### src/rtl/draw_arbiter.sv
// rtl/draw_arbiter.sv - draw request arbiter/sequencer for the superpixel writer; optional DRAW_ARB_RR_EN selects round-robin
module draw_arbiter #(
    parameter int NUM_REQ        = 3,
    parameter int SPIXEL_X_WIDTH = 5,
    parameter int SPIXEL_Y_WIDTH = 5,
    parameter int COLOR_ID_WIDTH = 8,
    parameter int DONE_TIMEOUT   = 20000
) (
    input  logic                                clk,
    input  logic                                rst_n,
    input  logic [NUM_REQ-1:0]                  req_vld,
    input  logic [NUM_REQ*SPIXEL_X_WIDTH-1:0]   req_x,
    input  logic [NUM_REQ*SPIXEL_Y_WIDTH-1:0]   req_y,
    input  logic [NUM_REQ*COLOR_ID_WIDTH-1:0]   req_color,
    output logic [NUM_REQ-1:0]                  req_ack,
    output logic [NUM_REQ-1:0]                  req_done,
    output logic [SPIXEL_X_WIDTH-1:0]           dp_x,
    output logic [SPIXEL_Y_WIDTH-1:0]           dp_y,
    output logic [COLOR_ID_WIDTH-1:0]           dp_data,
    output logic                                dp_vld,
    input  logic                                dp_done,
    output logic                                busy,
    output logic                                timeout
);

    localparam int IDX_W = $clog2(NUM_REQ);
    localparam int CNT_W = $clog2(DONE_TIMEOUT + 1);
    localparam logic [CNT_W-1:0] CNT_LAST = CNT_W'(DONE_TIMEOUT - 1);

    typedef enum logic [1:0] {
        ST_IDLE  = 2'd0,
        ST_ISSUE = 2'd1,
        ST_WAIT  = 2'd2
    } state_t;

    state_t                      state_q, state_d;
    logic [IDX_W-1:0]            gnt_q, gnt_d;
    logic [CNT_W-1:0]            cnt_q, cnt_d;
    logic [SPIXEL_X_WIDTH-1:0]   dp_x_q, dp_x_d;
    logic [SPIXEL_Y_WIDTH-1:0]   dp_y_q, dp_y_d;
    logic [COLOR_ID_WIDTH-1:0]   dp_data_q, dp_data_d;
    logic                        dp_vld_q, dp_vld_d;
    logic [NUM_REQ-1:0]          req_ack_q, req_ack_d;
    logic [NUM_REQ-1:0]          req_done_q, req_done_d;
    logic                        busy_q, busy_d;
    logic                        timeout_q, timeout_d;

    logic [IDX_W-1:0]            win_idx;

`ifdef DRAW_ARB_RR_EN
    logic [IDX_W-1:0]            ptr_q, ptr_d;
    int                          cand;

    // Round-robin winner: scan from the slot after the last grant, wrapping once
    always_comb begin
        win_idx = '0;
        cand    = 0;
        for (int off = NUM_REQ; off >= 1; off--) begin
            cand = (int'(ptr_q) + off) % NUM_REQ;
            if (req_vld[cand]) begin
                win_idx = IDX_W'(cand);
            end
        end
    end
`else
    // Fixed-priority winner: lowest asserted index
    always_comb begin
        win_idx = '0;
        for (int i = NUM_REQ - 1; i >= 0; i--) begin
            if (req_vld[i]) begin
                win_idx = IDX_W'(i);
            end
        end
    end
`endif

    // Next-state and registered-output logic for IDLE -> ISSUE -> WAIT sequencing
    always_comb begin
        state_d    = state_q;
        gnt_d      = gnt_q;
        cnt_d      = cnt_q;
        dp_x_d     = dp_x_q;
        dp_y_d     = dp_y_q;
        dp_data_d  = dp_data_q;
        dp_vld_d   = 1'b0;
        req_ack_d  = '0;
        req_done_d = '0;
        timeout_d  = 1'b0;
`ifdef DRAW_ARB_RR_EN
        ptr_d      = ptr_q;
`endif
        case (state_q)
            ST_IDLE: begin
                if (|req_vld) begin
                    state_d   = ST_ISSUE;
                    gnt_d     = win_idx;
                    dp_x_d    = req_x[int'(win_idx) * SPIXEL_X_WIDTH +: SPIXEL_X_WIDTH];
                    dp_y_d    = req_y[int'(win_idx) * SPIXEL_Y_WIDTH +: SPIXEL_Y_WIDTH];
                    dp_data_d = req_color[int'(win_idx) * COLOR_ID_WIDTH +: COLOR_ID_WIDTH];
                    dp_vld_d  = 1'b1;
                    req_ack_d = NUM_REQ'(1) << win_idx;
`ifdef DRAW_ARB_RR_EN
                    ptr_d     = win_idx;
`endif
                end
            end
            ST_ISSUE: begin
                state_d = ST_WAIT;
                cnt_d   = '0;
            end
            ST_WAIT: begin
                // A completion on the expiry cycle wins over the timeout
                if (dp_done) begin
                    state_d    = ST_IDLE;
                    req_done_d = NUM_REQ'(1) << gnt_q;
                end else if (cnt_q == CNT_LAST) begin
                    state_d    = ST_IDLE;
                    req_done_d = NUM_REQ'(1) << gnt_q;
                    timeout_d  = 1'b1;
                end else begin
                    cnt_d = cnt_q + CNT_W'(1);
                end
            end
            default: begin
                state_d = ST_IDLE;
            end
        endcase
        busy_d = (state_d != ST_IDLE);
    end

    // State and output registers; reset clears everything including an in-flight draw
    always_ff @(posedge clk or negedge rst_n) begin
        if (!rst_n) begin
            state_q    <= ST_IDLE;
            gnt_q      <= '0;
            cnt_q      <= '0;
            dp_x_q     <= '0;
            dp_y_q     <= '0;
            dp_data_q  <= '0;
            dp_vld_q   <= 1'b0;
            req_ack_q  <= '0;
            req_done_q <= '0;
            busy_q     <= 1'b0;
            timeout_q  <= 1'b0;
        end else begin
            state_q    <= state_d;
            gnt_q      <= gnt_d;
            cnt_q      <= cnt_d;
            dp_x_q     <= dp_x_d;
            dp_y_q     <= dp_y_d;
            dp_data_q  <= dp_data_d;
            dp_vld_q   <= dp_vld_d;
            req_ack_q  <= req_ack_d;
            req_done_q <= req_done_d;
            busy_q     <= busy_d;
            timeout_q  <= timeout_d;
        end
    end

`ifdef DRAW_ARB_RR_EN
    // Round-robin pointer; starting at the last index makes requester 0 first after reset
    always_ff @(posedge clk or negedge rst_n) begin
        if (!rst_n) begin
            ptr_q <= IDX_W'(NUM_REQ - 1);
        end else begin
            ptr_q <= ptr_d;
        end
    end
`endif

    assign req_ack  = req_ack_q;
    assign req_done = req_done_q;
    assign dp_x     = dp_x_q;
    assign dp_y     = dp_y_q;
    assign dp_data  = dp_data_q;
    assign dp_vld   = dp_vld_q;
    assign busy     = busy_q;
    assign timeout  = timeout_q;

endmodule
### config.mk
export PLATFORM = sky130hd
export DESIGN_NAME = draw_arbiter
export DESIGN_NICKNAME = d
export VERILOG_FILES = /design/src/rtl/draw_arbiter.sv
export SDC_FILE = /design/constraint.sdc
export NUM_CORES = 1
export LEC_CHECK = 0
export CAP_MARGIN = 20
export CORE_MARGIN = 5
export CORE_UTILIZATION = 39
export CTS_CLUSTER_SIZE = 40
export DETAILED_ROUTE_END_ITERATION = 8
export PLACE_DENSITY = 0.75
export SYNTH_ARGS = -nofsm -noshare
export SYNTH_HDL_FRONTEND = slang
export SYNTH_SLANG_ARGS = --single-unit
### constraint.sdc
create_clock -name clk -period 1.9 [get_ports clk]
set_input_delay 0.285 -clock clk [delete_from_list [all_inputs] [get_ports clk]]
set_output_delay 0.285 -clock clk [all_outputs]
set_load 0.005 [all_outputs]
==> run summary, run 1 <==
failing checks -> negative setup slack
LEAKAGE -> 1.68 nW
Worst-Margin Slew -> 486 ps
Skew-Pair Late Insertion Delay -> 300 ps
maximum clock frequency -> 498 MHz
wire per inst -> 15.6 µm
Reg2Reg Depth -> 4
Util after Layout -> 0.657
clock sinks -> 46
grt total ovfl -> 0
post-route minimum period -> 2010 ps
clock skew -> 4.08 ps
area of the multi-input gates -> 1080 µm²
Slew Limit Fails -> 0
outcome -> finished with violations
vias -> 2043
R2R setup slack -> -110 ps
share of cells above drive strength 1 -> 0.171
largest cells by area after synthesis -> dfrtp_1 51%, mux2i_1 8.1%, a21o_1 6.7%, a211oi_1 6.0%, nor2_1 4.2%
Final Hold Fails -> 0
total of max-cap violations -> 0
Post-Syn Area -> 2240 µm²
cts bufs inserted -> 5
Tcrit/Tclk final -> 1.06
Post-DP HPWL -> 4.82 mm
Starting Density -> 0.404
vias in the first global route -> 1961
Nets -> 387
final count of negative-setup-slack endpoints -> 6
Worst VDD drop -> 0.000623 V
CTS clk-pin slew, worst paths -> 90 ps
core footprint -> 5540 µm²
Boundary Pins -> 87
most numerous cell in the Yosys netlist -> dfrtp_1
Place WS -> -124 ps
routed vias/inst -> 5.12
critical-path maximum fanout -> 3
synth unique cells -> 33
flip-flop and latch area -> 1150 µm²
min-delay worst type -> primary input to asynchronous set/reset pin
placer congestion estimate -> 0.781
synth warn -> 0
Die Height -> 85.7 µm
Syn Inst Count -> 207
DRT antenna net count -> 0
Final Cell Area -> 3640 µm²
initial antenna violation count -> 0
CTS tree -> yes
Layout fillers -> 471
setup ws final -> -107 ps
PwrDens -> 1090 nW/µm²
CP required -> 2090 ps
Relative slew margins -> 0.676
RSZ-0062 raised after global routing -> yes
Syn Nets -> 268
Worst Setup End Kind -> flop
DIE AREA -> 7350 µm²
P&R area growth vs syn -> 62.8%
Arr. time, crit path -> 2200 ps
first-pass GRT wire length -> 9.77 mm
post-synth top area cell -> dfrtp_1
First-pass DRT Iterations -> 4
CTS root buf -> clkbuf_8
placed cell area -> 3420 µm²
Longest Clk Path Bufs -> 2
Post-Syn Area per Cell -> 10.8 µm²
post-layout power -> 3.96 mW
Post-synth EDFFs -> 0
First DRT Iteration DRCs -> 82
H-tree levels -> 2
area share of the largest cell type after synthesis -> 0.515
pin count of the biggest net entering global routing -> 39
PortBufs -> 86
Critical Path Start Type -> flop
class of the most critical setup path -> flop to flop
Post-synth top cells -> 46 x dfrtp_1, 25 x nor2_1, 20 x a21o_1
asr flop ratio synth -> 1.00
final wirelength -> 6.22 mm
overall routing resource usage -> 0.169
DRC violations left -> 0
diode count -> 0
Primary FF master, synth -> dfrtp_1
Die Wd -> 85.7 µm
sequential share of the synthesized area -> 0.515
Seq cells post-synth -> 46
Site Rows -> 27
flip-flops by register name, summed over array words and instances (netlist names):
name and cells:
cnt_q 15, dp_data 8, dp_x 5, dp_y 5
req_ack 3, req_done 3, gnt_q 2, state_q 2
busy 1, dp_vld 1, timeout 1
cell families after synthesis:
logic type,share of synthesized area
mux,0.0906
fa+ha+maj,0.00559
flops,0.515
simple gates,0.148
compound gates,0.207
buf+inv,0.0263
xor+xnor,0.00783
area by class of cell:
cell class                 instances  area share
timing repair buffer             123       0.321
sequential                        46       0.316
multi-input combinational        146       0.296
tap                               72      0.0247
clock buffer                       5      0.0189
clock inverter                     3      0.0189
inverter                           4     0.00412
layer usage:
layer,share of wire,track usage,vias up
met2,0.52,0.290,57
met3,0.047,0.0375,9
met1,0.41,0.209,964
met5,0,0,-
li1,-,-,1013
met4,0.024,0.0619,0
worst paths after layout:
path	startpoint	endpoint
min in group clk	gnt_q[0]$_DFFE_PN0P_	req_done[0]$_DFF_PN0_
hold / removal	rst_n	dp_x[1]$_DFFE_PN0P_
setup reg to reg	cnt_q[8]$_DFFE_PN0P_	cnt_q[3]$_DFFE_PN0P_
hold reg to reg	gnt_q[0]$_DFFE_PN0P_	req_done[0]$_DFF_PN0_
max in group asynchronous	rst_n	dp_y[0]$_DFFE_PN0P_
setup / recovery	cnt_q[8]$_DFFE_PN0P_	cnt_q[3]$_DFFE_PN0P_
worst max-delay path: stages (launching register included):
cell and delay [ps]:
dfrtp_1 390, or4b_4 540, o41a_1 480, mux2_4 320, a22o_1 180
where the power goes:
part | switching (mW) | leakage, nW | total (mW) | internal [mW]
combinational | 0.645 | 1.02 | 1.65 | 1.00
clock | 0.340 | 0.0683 | 0.867 | 0.527
sequential | 0.168 | 0.598 | 1.44 | 1.27
total | 1.15 | 1.68 | 3.96 | 2.80
timing repair:
| item | CTS | global route |
|---|---|---|
| endpoints found under the hold margin | 8 | 0 |
| pin swaps | 3 | 3 |
| setup endpoints to repair | 6 | 9 |
| hold buffers | 1 | 0 |
| gates cloned | 0 | 0 |
| setup buffers | 1 | 4 |
| resized for setup | 2 | 8 |
stage by stage:
| stage | hold slack, ps | instances | TNS (ps) |
|---|---|---|---|
| after global routing | 380 | 399 | -591 |
| after global placement | 142 | 385 | -258 |
| final | 369 | 399 | -363 |
| after floorplan | -10.6 | 207 | -130 |
| after CTS | 377 | 395 | -577 |
| after detailed placement | 144 | 385 | -904 |
layout by cell type, fill, tap and decap left out, types with 2 or more instances in the layout:
master | Yosys | final
or4b_4 | 0 | 2
nand4_1 | 7 | 7
a21o_1 | 20 | 20
nor3b_1 | 3 | 2
and3_1 | 2 | 2
a221o_1 | 2 | 2
buf_6 | 0 | 2
buf_12 | 0 | 2
xor2_1 | 2 | 2
o31ai_1 | 9 | 8
and4_1 | 2 | 2
nor2_1 | 25 | 24
buf_4 | 0 | 32
o211ai_1 | 8 | 8
a211oi_1 | 18 | 18
inv_1 | 4 | 4
clkbuf_8 | 0 | 5
mux2i_1 | 18 | 18
nand2_1 | 8 | 8
nor2b_1 | 3 | 2
dfrtp_1 | 46 | 46
bufinv_16 | 0 | 2
clkdlybuf4s50_1 | 0 | 85
nor3_1 | 2 | 2
and2_1 | 3 | 3
Note: power is estimated with default switching activity, not from simulation.
==> run 2: changes to the inputs <==
Settings changed: RECOVER_POWER set to 100.
==> run 2 against run 1 <==
Total power shrank 3.2%; via count down 0.15%; design area decreased by 1.1%; clock skew decreased by 1.5 ps; first-iteration DRC count increased by 6.1%; the run still ends with negative setup slack left; sequential cell count unchanged; fmax hardly changed; highest routed layer unchanged; clock power hardly changed; global-route usage unchanged; wire length down 0.51%; non-clock buffer count did not move; final cell count unchanged.
==> run summary, run 2 (same netlist as run 1, synthesis figures left out) <==
outcome -> finished with violations
failing checks -> negative setup slack
DIE AREA -> 7350 µm²
First-pass DRT Iterations -> 4
Layout fillers -> 478
Slew Limit Fails -> 0
H-tree levels -> 2
area of the multi-input gates -> 1050 µm²
Reg with most FFs -> cnt_q
clock sinks -> 46
Final Hold Fails -> 0
diode count -> 0
most common cell after layout, fill and taps aside -> clkdlybuf4s50_1
Worst VDD drop -> 0.000576 V
LEAKAGE -> 1.69 nW
DRC violations left -> 0
Longest Clk Path Bufs -> 2
Nets -> 387
final count of negative-setup-slack endpoints -> 20
grt total ovfl -> 0
placer congestion estimate -> 0.781
Worst Setup End Kind -> flop
critical-path maximum fanout -> 3
Worst path slowest cell -> or4b_4
cts bufs inserted -> 5
PortBufs -> 86
flip-flop and latch area -> 1150 µm²
CTS root buf -> clkbuf_8
Die Height -> 85.7 µm
core footprint -> 5540 µm²
final wirelength -> 6.19 mm
share of cells above drive strength 1 -> 0.156
Tcrit/Tclk final -> 1.06
pin count of the biggest net entering global routing -> 39
routed vias/inst -> 5.11
CP required -> 2090 ps
first-pass GRT wire length -> 9.77 mm
CTS clk-pin slew, worst paths -> 90 ps
vias in the first global route -> 1961
CP max stage delay -> 540 ps
initial antenna violation count -> 0
CTS tree -> yes
First DRT Iteration DRCs -> 87
clock skew -> 2.62 ps
PwrDens -> 1060 nW/µm²
Die Wd -> 85.7 µm
post-route minimum period -> 2010 ps
P&R area growth vs syn -> 61.0%
class of the most critical setup path -> flop to flop
Critical Path Start Type -> flop
Starting Density -> 0.404
min-delay worst type -> primary input to asynchronous set/reset pin
Site Rows -> 27
Worst-Margin Slew -> 703 ps
maximum clock frequency -> 499 MHz
max reg flops -> 15
Boundary Pins -> 87
setup ws final -> -105 ps
Relative slew margins -> 0.527
total of max-cap violations -> 0
DRT antenna net count -> 0
Skew-Pair Late Insertion Delay -> 290 ps
Post-DP HPWL -> 4.82 mm
wire per inst -> 15.5 µm
Place WS -> -124 ps
overall routing resource usage -> 0.169
RSZ-0062 raised after global routing -> yes
Arr. time, crit path -> 2200 ps
CP cell instances -> or4b_4, o41a_1, mux2_4, a22o_1
post-layout power -> 3.83 mW
most frequent cells in the layout -> 57 x clkdlybuf4s50_1, 46 x dfrtp_1, 29 x dlygate4sd3_1
vias -> 2040
## run 2: final timing paths
kind | cells past startpoint | to | slack [ps] | startpoint
worst min register to register | 1 | dp_x[0]$_DFFE_PN0P_ | 470 | dp_x[0]$_DFFE_PN0P_
max in group asynchronous | 3 | dp_y[0]$_DFFE_PN0P_ | 520 | rst_n
worst max register to register | 4 | cnt_q[3]$_DFFE_PN0P_ | -110 | cnt_q[8]$_DFFE_PN0P_
min in group clk | 1 | dp_x[0]$_DFFE_PN0P_ | 470 | dp_x[0]$_DFFE_PN0P_
worst min-delay path | 2 | dp_x[1]$_DFFE_PN0P_ | 450 | rst_n
worst max-delay path | 4 | cnt_q[3]$_DFFE_PN0P_ | -110 | cnt_q[8]$_DFFE_PN0P_
## run 2: routing by layer
metal | routed length [µm] | up-vias | track usage | part of all wire
met2 | 3240 | 48 | 0.290 | 0.52
li1 | - | 1016 | - | -
met3 | 241 | 8 | 0.0375 | 0.039
met5 | 0 | - | 0 | 0
met4 | 143 | 0 | 0.0619 | 0.023
met1 | 2560 | 968 | 0.209 | 0.41
## run 2: cell type report
type | instances | area share
tap | 72 | 0.0250
inverter | 4 | 0.00417
clock buffer | 5 | 0.0191
clock inverter | 3 | 0.0191
sequential | 46 | 0.320
multi-input combinational | 146 | 0.291
timing repair buffer | 123 | 0.322
## run 2: report_power, final
| group | internal, mW | switching, mW | leakage (nW) |
|---|---|---|---|
| clock network | 0.527 | 0.343 | 0.0683 |
| registers | 1.27 | 0.154 | 0.598 |
| logic | 0.900 | 0.636 | 1.03 |
## run 2: critical path: cells and delay by family, from the launching register on
family | cells | cell delay, ps
muxes | 1 | 320
and+or+nand+nor | 1 | 540
DFF | 1 | 390
AOI/OAI and AO/OA | 2 | 660
## run 2: timing repair
item,4_1_cts,5_1_grt
hold endpoints to repair,8,0
hold buffers,1,0
resized for setup,2,8
endpoints found under the setup margin,6,9
setup buffers,1,4
pin swaps,3,3
## run 2: through the flow
step / hold slack, ps / TNS (ps) / cell area (µm²) / utilization / instances
global route: 483 / -2380 / 3600 / 0.650 / 399
CTS: 377 / -577 / 3580 / 0.647 / 395
global placement: 142 / -258 / 3420 / 0.617 / 385
floorplan: -10.6 / -130 / 2240 / - / 207
finish: 451 / -467 / 3600 / 0.650 / 399
detailed placement: 144 / -904 / 3420 / 0.617 / 385
==> run 3: changes to the inputs <==
Settings changed: CORE_UTILIZATION 39 to 56, DONT_BUFFER_PORTS set to 1, PLACE_DENSITY 0.75 to 0.73.
==> run 3 against run 2 <==
The run still ends with negative setup slack left; largest power group is now registers; final cell count down 31%; die area down 27%; via count down 14%; clock power down 15%; worst setup slack worse by 30 ps; utilization up 0.20 points; critical path depth unchanged; sequential power up 6%; sequential cell count unchanged; register-to-register slack worse by 30 ps; worst hold slack worse by 320 ps; global-route usage up 4.0 points.
==> run summary, run 3 (same netlist as run 1, synthesis figures left out) <==
Site Rows -> 23
LEAKAGE -> 1.23 nW
cts bufs inserted -> 5
P&R area growth vs syn -> 14.9%
routed vias/inst -> 6.36
length of routed met3 wiring -> 407 µm
maximum clock frequency -> 491 MHz
max reg flops -> 15
PwrDens -> 1210 nW/µm²
Die Height -> 73.2 µm
most frequent cells in the layout -> 46 x dfrtp_1, 24 x nor2_1, 20 x a21o_1
Post-DP HPWL -> 3.73 mm
M1 WL -> 2.05 mm
grt total ovfl -> 0
worst hold path startpoint -> req_vld[0]
outcome -> finished with violations
CP required -> 2090 ps
Place WS -> -95.6 ps
clock sinks -> 46
overall routing resource usage -> 0.210
Worst VDD drop -> 0.000806 V
initial antenna violation count -> 0
final wirelength -> 5.26 mm
Worst Hold Depth -> 1
failing checks -> negative setup slack
Worst-Margin Slew -> 1110 ps
placed cells -> 263
CTS tree -> yes
Reg2Reg Depth -> 4
Die Wd -> 73.2 µm
share of cells above drive strength 1 -> 0.160
CP max stage delay -> 540 ps
RSZ-0062 raised after global routing -> yes
H-tree levels -> 2
vias -> 1748
Worst R2R Start -> cnt_q[12]$_DFFE_PN0P_
Longest Clk Path Bufs -> 2
DRT antenna net count -> 0
CP cell instances -> or4b_4, o41a_1, mux2_4, a22o_1
Final Non-Filler Cells -> 275
worst hold path endpoint -> req_ack[0]$_DFF_PN0_
DRC violations left -> 0
setup ws final -> -135 ps
Final Hold Fails -> 0
Reg with most FFs -> cnt_q
Arr. time, crit path -> 2230 ps
placer congestion estimate -> 0.830
diode count -> 0
First-pass DRT Iterations -> 4
Critical Path Start -> cnt_q[12]$_DFFE_PN0P_
Worst path top cell family by delay -> compound AO/OA/AOI/OAI gates
FF-to-FF End -> cnt_q[3]$_DFFE_PN0P_
Tcrit/Tclk final -> 1.07
Skew-Pair Late Insertion Delay -> 300 ps
total of max-cap violations -> 0
pin count of the biggest net entering global routing -> 47
core footprint -> 3940 µm²
PortBufs -> 0
most common cell after layout, fill and taps aside -> dfrtp_1
first-pass GRT wire length -> 8.58 mm
final count of negative-setup-slack endpoints -> 6
DIE AREA -> 5360 µm²
Boundary Pins -> 87
uppermost routed layer -> met4
Relative slew margins -> 0.257
setup TNS -> -408 ps
Slew Limit Fails -> 0
critical-path maximum fanout -> 3
wire per inst -> 19.1 µm
min-delay worst type -> primary input to flop
R2R setup slack -> -130 ps
Starting Density -> 0.567
CTS clk-pin slew, worst paths -> 90 ps
class of the most critical setup path -> flop to flop
Worst Setup End Kind -> flop
post-layout power -> 3.10 mW
post-route minimum period -> 2030 ps
Worst path slowest cell -> or4b_4
Critical Path Start Type -> flop
clock skew -> 9.32 ps
First DRT Iteration DRCs -> 97
vias in the first global route -> 1892
CTS root buf -> clkbuf_8
WP buf/inv -> 0
Nets -> 286
met2 wire length -> 2.66 mm
## run 3: cell types whose count changed in the layout (fill, tap and decap cells not counted), sizes merged
cell and change:
clkdlybuf4s50 -57, dlygate4sd3 -28, buf -12, clkbuf -3, bufinv -1, clkinv -1
## run 3: power breakdown
part,internal [mW],switching (mW),leakage (nW)
registers,1.28,0.248,0.598
logic,0.390,0.454,0.577
clock network,0.421,0.315,0.0573
## run 3: worst register-to-register path, delay by kind of cell, from the launching register on
kind | cells | cell delay (ps)
mux | 1 | 330
simple gates | 1 | 540
flops | 1 | 380
compound gates | 2 | 680
## run 3: final cells by class
cell class                      count  area (µm²)
Multi-Input combinational cell    146        1060
Fill cell                         305        1370
Timing Repair Buffer               22         166
Sequential cell                    46        1150
Tap cell                           50        62.6
Inverter                            4        15.0
Clock inverter                      1        30.0
Clock buffer                        6        82.6
## run 3: worst max-delay path by stage
stage | end | cells after the start
global placement | cnt_q[5]$_DFFE_PN0P_ | 4
CTS | cnt_q[3]$_DFFE_PN0P_ | 4
finish | cnt_q[3]$_DFFE_PN0P_ | 4
global route | cnt_q[3]$_DFFE_PN0P_ | 4
detailed placement | cnt_q[5]$_DFFE_PN0P_ | 4
floorplan | cnt_q[3]$_DFFE_PN0P_ | 4
## run 3: stage by stage
| step | hold slack (ps) | util | area, µm² |
|---|---|---|---|
| final | 134 | 0.652 | 2570 |
| after floorplan | -10.6 | - | 2240 |
| after CTS | 112 | 0.657 | 2590 |
| after global routing | 150 | 0.652 | 2570 |
| after detailed placement | -9.47 | 0.611 | 2410 |
| after global placement | -9.51 | 0.611 | 2410 |
## run 3: routing by layer
layer,GRT usage,vias to the layer above
li1,-,807
met1,0.243,850
met2,0.350,78
met3,0.0579,13
met4,0.113,0
met5,0,-
## run 3: timing repair
action	in CTS	in global routing
hold endpoints to repair	46	0
pin swaps	4	2
gates resized for setup	5	6
hold buffers	2	0
gates cloned	0	0
setup endpoints to repair	8	13
buffers inserted	2	1
==> patch: new RTL, flow settings as in run 1 <==
Add a define of `DRAW_ARB_RR_EN`.
--- a/src/rtl/draw_arbiter.sv
+++ b/src/rtl/draw_arbiter.sv
@@ -1,3 +1,5 @@
 // rtl/draw_arbiter.sv - draw request arbiter/sequencer for the superpixel writer; optional DRAW_ARB_RR_EN selects round-robin
+`define DRAW_ARB_RR_EN
+
 module draw_arbiter #(
     parameter int NUM_REQ        = 3,
Behaviour: not the same (Yosys sat finds a counterexample within 10 cycles, from zero or initial values and one cycle with rst_n low).
==> patch against run 1 <==
Routed wire length increased by 0.64%. Setup slack improved by 170 ps. Power increased by 13%. Clock power decreased by 16%. Final area decreased by 2.0%. Sequential power increased by 3%. Via count increased by 4.3%. Area after synthesis increased by 5.9%. Sequential cell count increased by 1. Core utilization decreased by 5.4 points. Largest cell class is now sequential cells. Highest routed layer unchanged.
==> patch: results (changes against run 1) <==
Parameter                              Value

Outcome
  Status    complete, no violations

Critical path
  Crit path max-delay cell type    dfstp_2
  Critical path arrival    2010 ps (-190 ps)
  Kind of cell adding the most delay to the critical path    flip-flops
  Length in cells of the worst reg-to-reg path    9 (+5)
  RR Endpoint    dp_data[4]$_DFFE_PN0P_
  Critical path peak fanout    8 (+5)
  Worst reg2reg startpoint    ptr_q[1]$_DFFE_PN1P_
  Slowest stage delay, CP    570 ps (+30 ps)
  Worst setup slack for register-to-register paths    70 ps (+170 ps)

Yosys
  Proportion of register bits with asynchronous set or reset after synthesis    1.000 (unchanged)
  Synth top cells by count    dfrtp_1 (46), nand2_1 (34), nand3_1 (25), mux2i_1 (23), o211ai_1 (20)
  Cell types occupying the most area after synthesis    dfrtp_1 (49%), mux2i_1 (9.7%), o211ai_1 (6.3%)
  Synth Register Bits    47 (+2.2%)
  Yosys synthesis warning count    0 (unchanged)
  Average cell area after synthesis    10.25 um^2 (-5.1%)
  Portion of the post-synthesis area used by sequential elements    0.4971 (-0.01745)
  Net count after synthesis    294 (+9.7%)
  Distinct cells, synth    44 (+33%)

Hold path
  Min-Delay Startpoint    gnt_q[1]$_DFFE_PN0P_
  Count of cells along the worst hold path    1
  Capture endpoint of the worst hold path    req_done[0]$_DFF_PN0_
  Class of the tightest hold or removal check    flop to flop

Cells and area
  Number of flip-flops under the largest register name    15 (unchanged)
  Fraction of layout instances using a drive strength above 1    0.1185 (-0.05271)
  Register containing the most flip-flops in the final layout    cnt_q
  Fillers    516 (+9.6%)

Detailed routing
  Per-cell via count in the routed design    5.272 (+3.0%)
  Count of TritonRoute iterations in the first routing pass    4 (unchanged)
  Iter 0 DRT Violations    72 (-12%)
  Routed via count    2130 (+4.3%)
  Total routed wirelength    6.263 mm (+0.64%)

Floorplan
  Die outline area    0.007732 mm^2 (+5.2%)
  Die width    87.93 um (+2.6%)

Global routing
  Largest net degree at the start of global routing    27 (-31%)
  Total overflow reported by the global router    0 (unchanged)
  Global-route wire length before repair    10.17 mm (+4.1%)
  Overall global routing resource usage    0.1660 (-0.003186)
  Via count of the first global-routing pass    2169 (+11%)

Power
  Lkg Pwr    1.625 nW (-3.5%)
  Switching part of the total power    0.3467 (+0.05514)
  Fraction of power consumed by combinational cells    0.504 (+0.087)
  Worst VDD drop    0.6602 mV (+6.0%)

Clock network
  Quantity of hold-fixing buffers added after cts    1 (unchanged)
  Root Buffer    clkbuf_8
  Number of levels the H-tree was split into    2 (unchanged)
  Clock network latency to the later pin of the worst-skew pair    300 ps (about the same)
  Buffer count from post-CTS setup fixing    0 (-1)
  Number of buffers created by CTS    5 (unchanged)
  Number of gates resized after CTS    0 (-2)
  CTS Buffer Depth    2 (unchanged)
  Reg clk slew, reported paths    90 ps (about the same)

Place
  Final GP Congestion    0.8576 (+9.8%)
  Number of buffer cells added on primary ports    86 (unchanged)
  Cell total after placement    393 (+2.1%)
  Final HPWL DP    4.648 mm (-3.7%)

STA
  Setup Skew    10.44 ps (+6.365 ps)
  Max-slew headroom    0.6157 (-0.06006)
-- patch: cell count changes after synthesis, moves of 5 or more --
cell / before / now
nand2_1: 8 / 34
nand3_1: 1 / 25
nor2_1: 25 / 6
a211oi_1: 18 / 0
a21o_1: 20 / 3
o211ai_1: 8 / 20
o31ai_1: 9 / 1
clkbuf_1: 8 / 1
buf_2: 2 / 7
mux2i_1: 18 / 23
-- patch: cell families after synthesis --
| group | count (synthesis) | synth area share |
|---|---|---|
| AO/OA/AOI/OAI | 39 | 0.1141 |
| XOR/XNOR | 2 | 0.007397 |
| adder cells (fa/ha/maj) | 3 | 0.01585 |
| buffers and inverters | 19 | 0.04067 |
| flip-flops | 47 | 0.4971 |
| multiplexers | 24 | 0.1020 |
| AND/OR/NAND/NOR | 97 | 0.2229 |
-- patch: final cells by class --
type	instances	area share
inverter	7	0.007708
clock buffer	5	0.01927
tap	75	0.02628
multi-input combinational	165	0.3132
sequential	47	0.3297
clock inverter	3	0.01226
timing repair buffer	102	0.2915
-- patch: layer usage --
metal | track usage | vias to the layer above | share of wire
met2 | 0.2897 | 63 | 0.50
met5 | 0 | - | 0
met4 | 0.04463 | 0 | 0.0089
li1 | - | 1025 | -
met3 | 0.05362 | 8 | 0.081
met1 | 0.1966 | 1034 | 0.41
-- patch: worst max path at each step --
stage,from,end,depth (start not counted)
2_1_floorplan,ptr_q[1]$_DFFE_PN1P_,dp_data[3]$_DFFE_PN0P_,7
3_3_place_gp,req_vld[1],ptr_q[1]$_DFFE_PN1P_,6
3_5_place_dp,req_vld[0],dp_data[3]$_DFFE_PN0P_,7
4_1_cts,ptr_q[1]$_DFFE_PN1P_,dp_data[3]$_DFFE_PN0P_,7
5_1_grt,ptr_q[1]$_DFFE_PN1P_,dp_y[2]$_DFFE_PN0P_,8
6_report,ptr_q[1]$_DFFE_PN1P_,dp_data[4]$_DFFE_PN0P_,9
-- patch: metrics by stage --
| step | setup TNS [ps] | cell area [um^2] | power (mW) | setup slack, ps | hold slack [ps] |
|---|---|---|---|---|---|
| final | 0 | 3571 | 4.473 | 66.93 | 493.1 |
| after global routing | -35.09 | 3571 | 4.783 | -16.62 | 518.0 |
| after CTS | 0 | 3507 | 4.373 | 18.00 | 498.7 |
| after detailed placement | -27.59 | 3385 | 3.638 | -21.68 | 320.1 |
| after global placement | 0 | 3385 | 3.586 | 51.77 | 314.0 |
| after floorplan | 0 | 2369 | 2.592 | 147.5 | -10.59 |
-- patch: power by group through the flow --
stage          combinational, mW  sequential [mW]  clock, mW
3_3_place_gp                2.10             1.49          0
4_1_cts                     2.14             1.49      0.743
6_report                    2.25             1.49      0.732
2_1_floorplan               1.09             1.51          0
5_1_grt                     2.48             1.52      0.779
3_5_place_dp                2.14             1.50          0
